**src/rtl/one_to_n_distributor.sv**
```systemverilog
// Steers packets from one flit stream to one of N registered output slots, locked per packet.
// Optional drop counter port/logic is built only when ONE_TO_N_DROP_CNT_EN is defined.
module one_to_n_distributor #(
    parameter int FLIT_SIZE  = 16,
    parameter int HEADER_LEN = 2,
    parameter logic [HEADER_LEN-1:0] BODY   = HEADER_LEN'(0),
    parameter logic [HEADER_LEN-1:0] TAIL   = HEADER_LEN'(1),
    parameter logic [HEADER_LEN-1:0] HEAD   = HEADER_LEN'(2),
    parameter logic [HEADER_LEN-1:0] SINGLE = HEADER_LEN'(3),
    parameter int N       = 3,
    parameter int SEL_W   = (N > 1) ? $clog2(N) : 1,
    parameter int DST_POS = FLIT_SIZE - HEADER_LEN - 1
) (
    input  logic                   clk,
    input  logic                   rst,
    input  logic [FLIT_SIZE-1:0]   in,
    input  logic                   in_valid,
    output logic                   in_avail,
    output logic [FLIT_SIZE*N-1:0] out,
    output logic [N-1:0]           out_valid,
    input  logic [N-1:0]           out_avail
`ifdef ONE_TO_N_DROP_CNT_EN
    ,
    output logic [15:0]            drop_cnt
`endif
);

    typedef enum logic [1:0] {IDLE, FWD, DROP} state_t;

    state_t                 state_reg, state_next;
    logic [SEL_W-1:0]       lock_port_reg, lock_port_next;

    logic [FLIT_SIZE-1:0]   fifo_mem [2];
    logic                   wr_ptr_reg, rd_ptr_reg;
    logic [1:0]             count_reg;
    logic                   fifo_full, fifo_empty;
    logic                   push, pop;

    logic [FLIT_SIZE-1:0]   head;
    logic [HEADER_LEN-1:0]  head_type;
    logic [SEL_W-1:0]       dst;
    logic                   dst_ok;
    logic [N-1:0]           can_accept;
    logic                   dst_ready, lock_ready;
    logic                   move;
    logic [SEL_W-1:0]       tgt;
    logic [N-1:0]           load;

    assign fifo_full  = (count_reg == 2'd2);
    assign fifo_empty = (count_reg == 2'd0);
    assign in_avail   = ~fifo_full;
    // A full FIFO may still take a flit in the cycle its head leaves.
    assign push       = in_valid & (~fifo_full | pop);

    always_ff @(posedge clk) begin
        if (push) begin
            fifo_mem[wr_ptr_reg] <= in;
        end
    end

    always_ff @(posedge clk or negedge rst) begin
        if (!rst) begin
            wr_ptr_reg <= 1'b0;
            rd_ptr_reg <= 1'b0;
            count_reg  <= 2'd0;
        end else begin
            if (push) wr_ptr_reg <= ~wr_ptr_reg;
            if (pop)  rd_ptr_reg <= ~rd_ptr_reg;
            case ({push, pop})
                2'b10:   count_reg <= count_reg + 2'd1;
                2'b01:   count_reg <= count_reg - 2'd1;
                default: count_reg <= count_reg;
            endcase
        end
    end

    assign head      = fifo_mem[rd_ptr_reg];
    assign head_type = head[FLIT_SIZE-1 -: HEADER_LEN];
    assign dst       = head[DST_POS -: SEL_W];
    assign dst_ok    = ({1'b0, dst} < (SEL_W+1)'(N));

    // Loop compare avoids indexing can_accept with an out-of-range destination.
    always_comb begin
        dst_ready  = 1'b0;
        lock_ready = 1'b0;
        for (int p = 0; p < N; p++) begin
            if (dst == SEL_W'(p))           dst_ready  = can_accept[p];
            if (lock_port_reg == SEL_W'(p)) lock_ready = can_accept[p];
        end
    end

    always_ff @(posedge clk or negedge rst) begin
        if (!rst) begin
            state_reg     <= IDLE;
            lock_port_reg <= '0;
        end else begin
            state_reg     <= state_next;
            lock_port_reg <= lock_port_next;
        end
    end

    always_comb begin
        state_next     = state_reg;
        lock_port_next = lock_port_reg;
        pop            = 1'b0;
        move           = 1'b0;
        tgt            = lock_port_reg;
        if (!fifo_empty) begin
            case (state_reg)
                IDLE: begin
                    case (head_type)
                        HEAD: begin
                            if (dst_ok) begin
                                tgt = dst;
                                if (dst_ready) begin
                                    move           = 1'b1;
                                    pop            = 1'b1;
                                    lock_port_next = dst;
                                    state_next     = FWD;
                                end
                            end else begin
                                pop        = 1'b1;
                                state_next = DROP;
                            end
                        end
                        SINGLE: begin
                            tgt = dst;
                            if (!dst_ok) begin
                                pop = 1'b1;
                            end else if (dst_ready) begin
                                move = 1'b1;
                                pop  = 1'b1;
                            end
                        end
                        BODY, TAIL: pop = 1'b1;
                        default:    pop = 1'b1;
                    endcase
                end
                FWD: begin
                    if (lock_ready) begin
                        move = 1'b1;
                        pop  = 1'b1;
                        if (head_type == TAIL) state_next = IDLE;
                    end
                end
                DROP: begin
                    pop = 1'b1;
                    if (head_type == TAIL) state_next = IDLE;
                end
                default: state_next = IDLE;
            endcase
        end
    end

    for (genvar gi = 0; gi < N; gi++) begin : g_slot
        logic [FLIT_SIZE-1:0] data_reg;
        logic                 valid_reg;

        assign load[gi]       = move & (tgt == SEL_W'(gi));
        assign can_accept[gi] = ~valid_reg | out_avail[gi];

        always_ff @(posedge clk or negedge rst) begin
            if (!rst) begin
                data_reg  <= '0;
                valid_reg <= 1'b0;
            end else if (load[gi]) begin
                data_reg  <= head;
                valid_reg <= 1'b1;
            end else if (out_avail[gi]) begin
                valid_reg <= 1'b0;
            end
        end

        assign out[FLIT_SIZE*gi +: FLIT_SIZE] = data_reg;
        assign out_valid[gi]                  = valid_reg;
    end

`ifdef ONE_TO_N_DROP_CNT_EN
    logic        drop_hit;
    logic [15:0] drop_cnt_reg;

    // Only a packet-opening flit with an unroutable destination counts as a drop.
    assign drop_hit = (state_reg == IDLE) & ~fifo_empty & ~dst_ok
                    & ((head_type == HEAD) | (head_type == SINGLE));

    always_ff @(posedge clk or negedge rst) begin
        if (!rst) begin
            drop_cnt_reg <= 16'd0;
        end else if (drop_hit && (drop_cnt_reg != 16'hFFFF)) begin
            drop_cnt_reg <= drop_cnt_reg + 16'd1;
        end
    end

    assign drop_cnt = drop_cnt_reg;
`endif

endmodule
```
**config.mk**
```make
export PLATFORM = sky130hd
export DESIGN_NAME = one_to_n_distributor
export DESIGN_NICKNAME = d
export VERILOG_FILES = /design/src/rtl/one_to_n_distributor.sv
export SDC_FILE = /design/constraint.sdc
export NUM_CORES = 1
export LEC_CHECK = 0
export BUFFER_PORTS_ARGS = -buffer_cell sky130_fd_sc_hd__buf_4
export CORE_UTILIZATION = 40
export CTS_CLUSTER_SIZE = 28
export DETAILED_ROUTE_END_ITERATION = 10
export GPL_TIMING_DRIVEN = 0
export MAX_ROUTING_LAYER = met4
export SLEW_MARGIN = 25
export SYNTH_ARGS = -nofsm -noshare
export SYNTH_HDL_FRONTEND = slang
export SYNTH_SLANG_ARGS = --single-unit
```
**constraint.sdc**
```tcl
create_clock -name clk -period 2.55 [get_ports clk]
set_input_delay 0 -clock clk [delete_from_list [all_inputs] [get_ports clk]]
set_output_delay 0 -clock clk [all_outputs]
set_load 0.05 [all_outputs]
```
==> flow_metrics.env <==
export IMPL_cts_inserted_buffers=9
export IMPL_postSynthAreaPerCell_um2=15.6
export IMPL_start_util=0.419
export IMPL_rsz0062_at_grt="true"
export IMPL_seq_area_frac_synth=0.624
export IMPL_synth_top_cell_by_area="dfrtp_1"
export IMPL_grt_max_degree=60
export IMPL_async_flop_share=0.648
export IMPL_core_um2=9330
export IMPL_cts_tree="done"
export IMPL_cts_sinks=91
export IMPL_areaGrowthSynthToFinish_pct=38.0
export IMPL_drv_slew=0
export IMPL_synthTopCellsByArea="dfrtp_1, edfxtp_1, mux2_2"
export IMPL_fin_tns_setup_ns=0
export IMPL_root_buffer="clkbuf_8"
export IMPL_ys_ff_latch=91
export IMPL_fmaxAchievable_mhz=392
export IMPL_netlist_instances=250
export IMPL_viasPerCell=4.98
export IMPL_die_area_um2=10200
export IMPL_die_y_um=101
export IMPL_synth_top_family_by_area="multiplexers"
export IMPL_grt_pass1_wl_mm=13.2
export IMPL_ioPinCount=74
export IMPL_period_needed_ns=2.55
export IMPL_post_route_period_util=1.00
export IMPL_max_cap_violations=0
export IMPL_path_clk_slew_ns=0.09
export IMPL_synth_most_common_cell="dfrtp_1"
export IMPL_yosys_warnings=0
export IMPL_fill_cells=734
export IMPL_drt_initial_drc_count=103
export IMPL_max_slew_worst_pin_slew_ns=0.784
export IMPL_cp_start_kind="flop"
export IMPL_synth_compound_area_frac=0.0737
export IMPL_io_buffers=72
export IMPL_arrival_ns=2.80
export IMPL_endpoint_kind="flop"
export IMPL_grt_usage=0.181
export IMPL_synth_edf_count=32
export IMPL_place_ws_ns=-0.490
export IMPL_final_layout_size_suffix_gt1_frac=0.563
export IMPL_setup_viol=0
export IMPL_hp_class="in -> reg"
export IMPL_slew_headroom=0.477
export IMPL_place_gp_congestion=0.749
export IMPL_place_detailed_hpwl_mm=5.17
export IMPL_grt_ovfl_total=0
export IMPL_synth_xor_area_share=0.00224
export IMPL_ys_top_cells_by_count="dfrtp_1, mux2_2, edfxtp_1"
export IMPL_clkLatencyLatePin_ns=0.36
export IMPL_grt_antenna_before_repair=0
export IMPL_status="finished, final reports clean"
export IMPL_dr_pass1_iters=6
export IMPL_yosysTopAreaCellShare=0.378
export IMPL_synthAdderAreaFrac=0.0128
export IMPL_routedWlPerCell_um=16.9
export IMPL_fin_ws_ns=0.000669
export IMPL_synthMuxAreaShare=0.215
export IMPL_synth_cell_types=40
export IMPL_drt_total_wl_mm=8.62
export IMPL_grt_pass1_vias=2462
export IMPL_fin_skew_ns=0.00998
export IMPL_die_w_um=101
export IMPL_drc_errors=0
export IMPL_ant_nets=0
export IMPL_synth_area_um2=3900
export IMPL_std_cell_rows=35
export IMPL_critPathMaxFanout=5
export IMPL_crit_required_ns=2.80
export IMPL_clk_path_buf_depth=2
export IMPL_diodes=0
export IMPL_synth_fp_nets=276
export IMPL_synth_simple_area_share=0.0477
export IMPL_hold_viol_final=0
export IMPL_worstSetupPathType="reg -> reg"
export IMPL_num_vias=2533
export IMPL_final_nets=401
export IMPL_largest_reg_flops=48
export IMPL_synth_main_ff_cell="dfrtp_1"
export IMPL_htree_levels=3
-- cells by family after synthesis --
family                   after synthesis
XOR/XNOR                               1
AND/OR/NAND/NOR                       32
multiplexers                          72
buffers and inverters                 17
AO/OA/AOI/OAI                         33
adder cells (fa/ha/maj)                4
flip-flops                            91
-- routing by layer --
metal / up-vias / GRT usage / wire (µm)
met5: - / - / 0
met4: 0 / 0.0546 / 73
met3: 7 / 0.0437 / 427
met2: 74 / 0.278 / 4190
met1: 1260 / 0.240 / 3930
li1: 1192 / - / -
-- final timing paths --
| kind | startpoint | to | slack [ns] | depth (start not counted) |
|---|---|---|---|---|
| min in group asynchronous | rst | g_slot[2].data_reg[1] | 0.26 | 2 |
| hold reg to reg | g_slot[0].data_reg[7] | g_slot[0].data_reg[7] | 0.51 | 1 |
| hold / removal | out_avail[1] | g_slot[1].valid_reg | 0.06 | 3 |
| setup / recovery | rd_ptr_reg | g_slot[1].data_reg[8] | 0.0007 | 9 |
| max in group asynchronous | rst | lock_port_reg[0] | 1.77 | 2 |
| setup reg to reg | rd_ptr_reg | g_slot[1].data_reg[8] | 0.0007 | 9 |
-- cell usage in the layout (no fill, tap or decap), types with 2 or more instances in the layout --
cell,n
a211oi_2,3
a211oi_4,2
a21oi_1,2
a21oi_4,2
buf_12,3
buf_4,95
buf_6,3
bufinv_16,2
clkbuf_1,4
clkbuf_4,3
clkbuf_8,9
clkinvlp_4,2
dfrtp_1,59
dlygate4sd3_1,17
edfxtp_1,32
ha_1,3
inv_1,3
inv_2,2
mux2_2,55
mux2_4,11
mux2i_1,2
mux2i_2,2
mux2i_4,2
nand2_1,5
nand2b_1,2
nand3_1,4
nor2_1,4
nor2b_1,5
nor3b_1,2
o21ai_0,6
o311a_1,3
or2_2,4
-- final cells by class --
type	count	area, µm²	share of cell area
sequential	91	2440	0.452
clock inverter	5	86.3	0.0160
inverter	5	18.8	0.00348
timing repair buffer	115	965	0.179
multi-input combinational	142	1500	0.279
buffer	11	87.6	0.0163
clock buffer	11	131	0.0244
tap	129	161	0.0300
-- stage by stage --
stage	util	cells	hold slack [ns]	instance area [µm²]
2_1_floorplan	-	250	-0.296	3940
4_1_cts	0.554	495	0.0428	5170
6_report	0.578	509	0.0569	5390
3_3_place_gp	0.498	451	0.138	4640
3_5_place_dp	0.498	451	0.149	4640
5_1_grt	0.578	509	0.0892	5390
-- worst max-delay path: stages (launching register included) --
cell	delay, ns
dfrtp_1	0.40
buf_6	0.14
mux2_4	0.36
buf_8	0.14
buf_4	0.13
o22a_2	0.27
a2111oi_4	0.29
buf_4	0.20
clkbuf_4	0.20
mux2_4	0.30
-- timing repair --
| item | in CTS | in global routing |
|---|---|---|
| hold buffers | 17 | 0 |
| setup endpoints to repair | 84 | 80 |
| setup buffers | 11 | 13 |
| pin swaps | 8 | 9 |
| hold endpoints to repair | 91 | 0 |
| gates resized for setup | 10 | 20 |
| gates cloned | 0 | 2 |
Power is not shown: default switching activity piles up to over one toggle a cycle in this logic, so the estimate is an artifact.
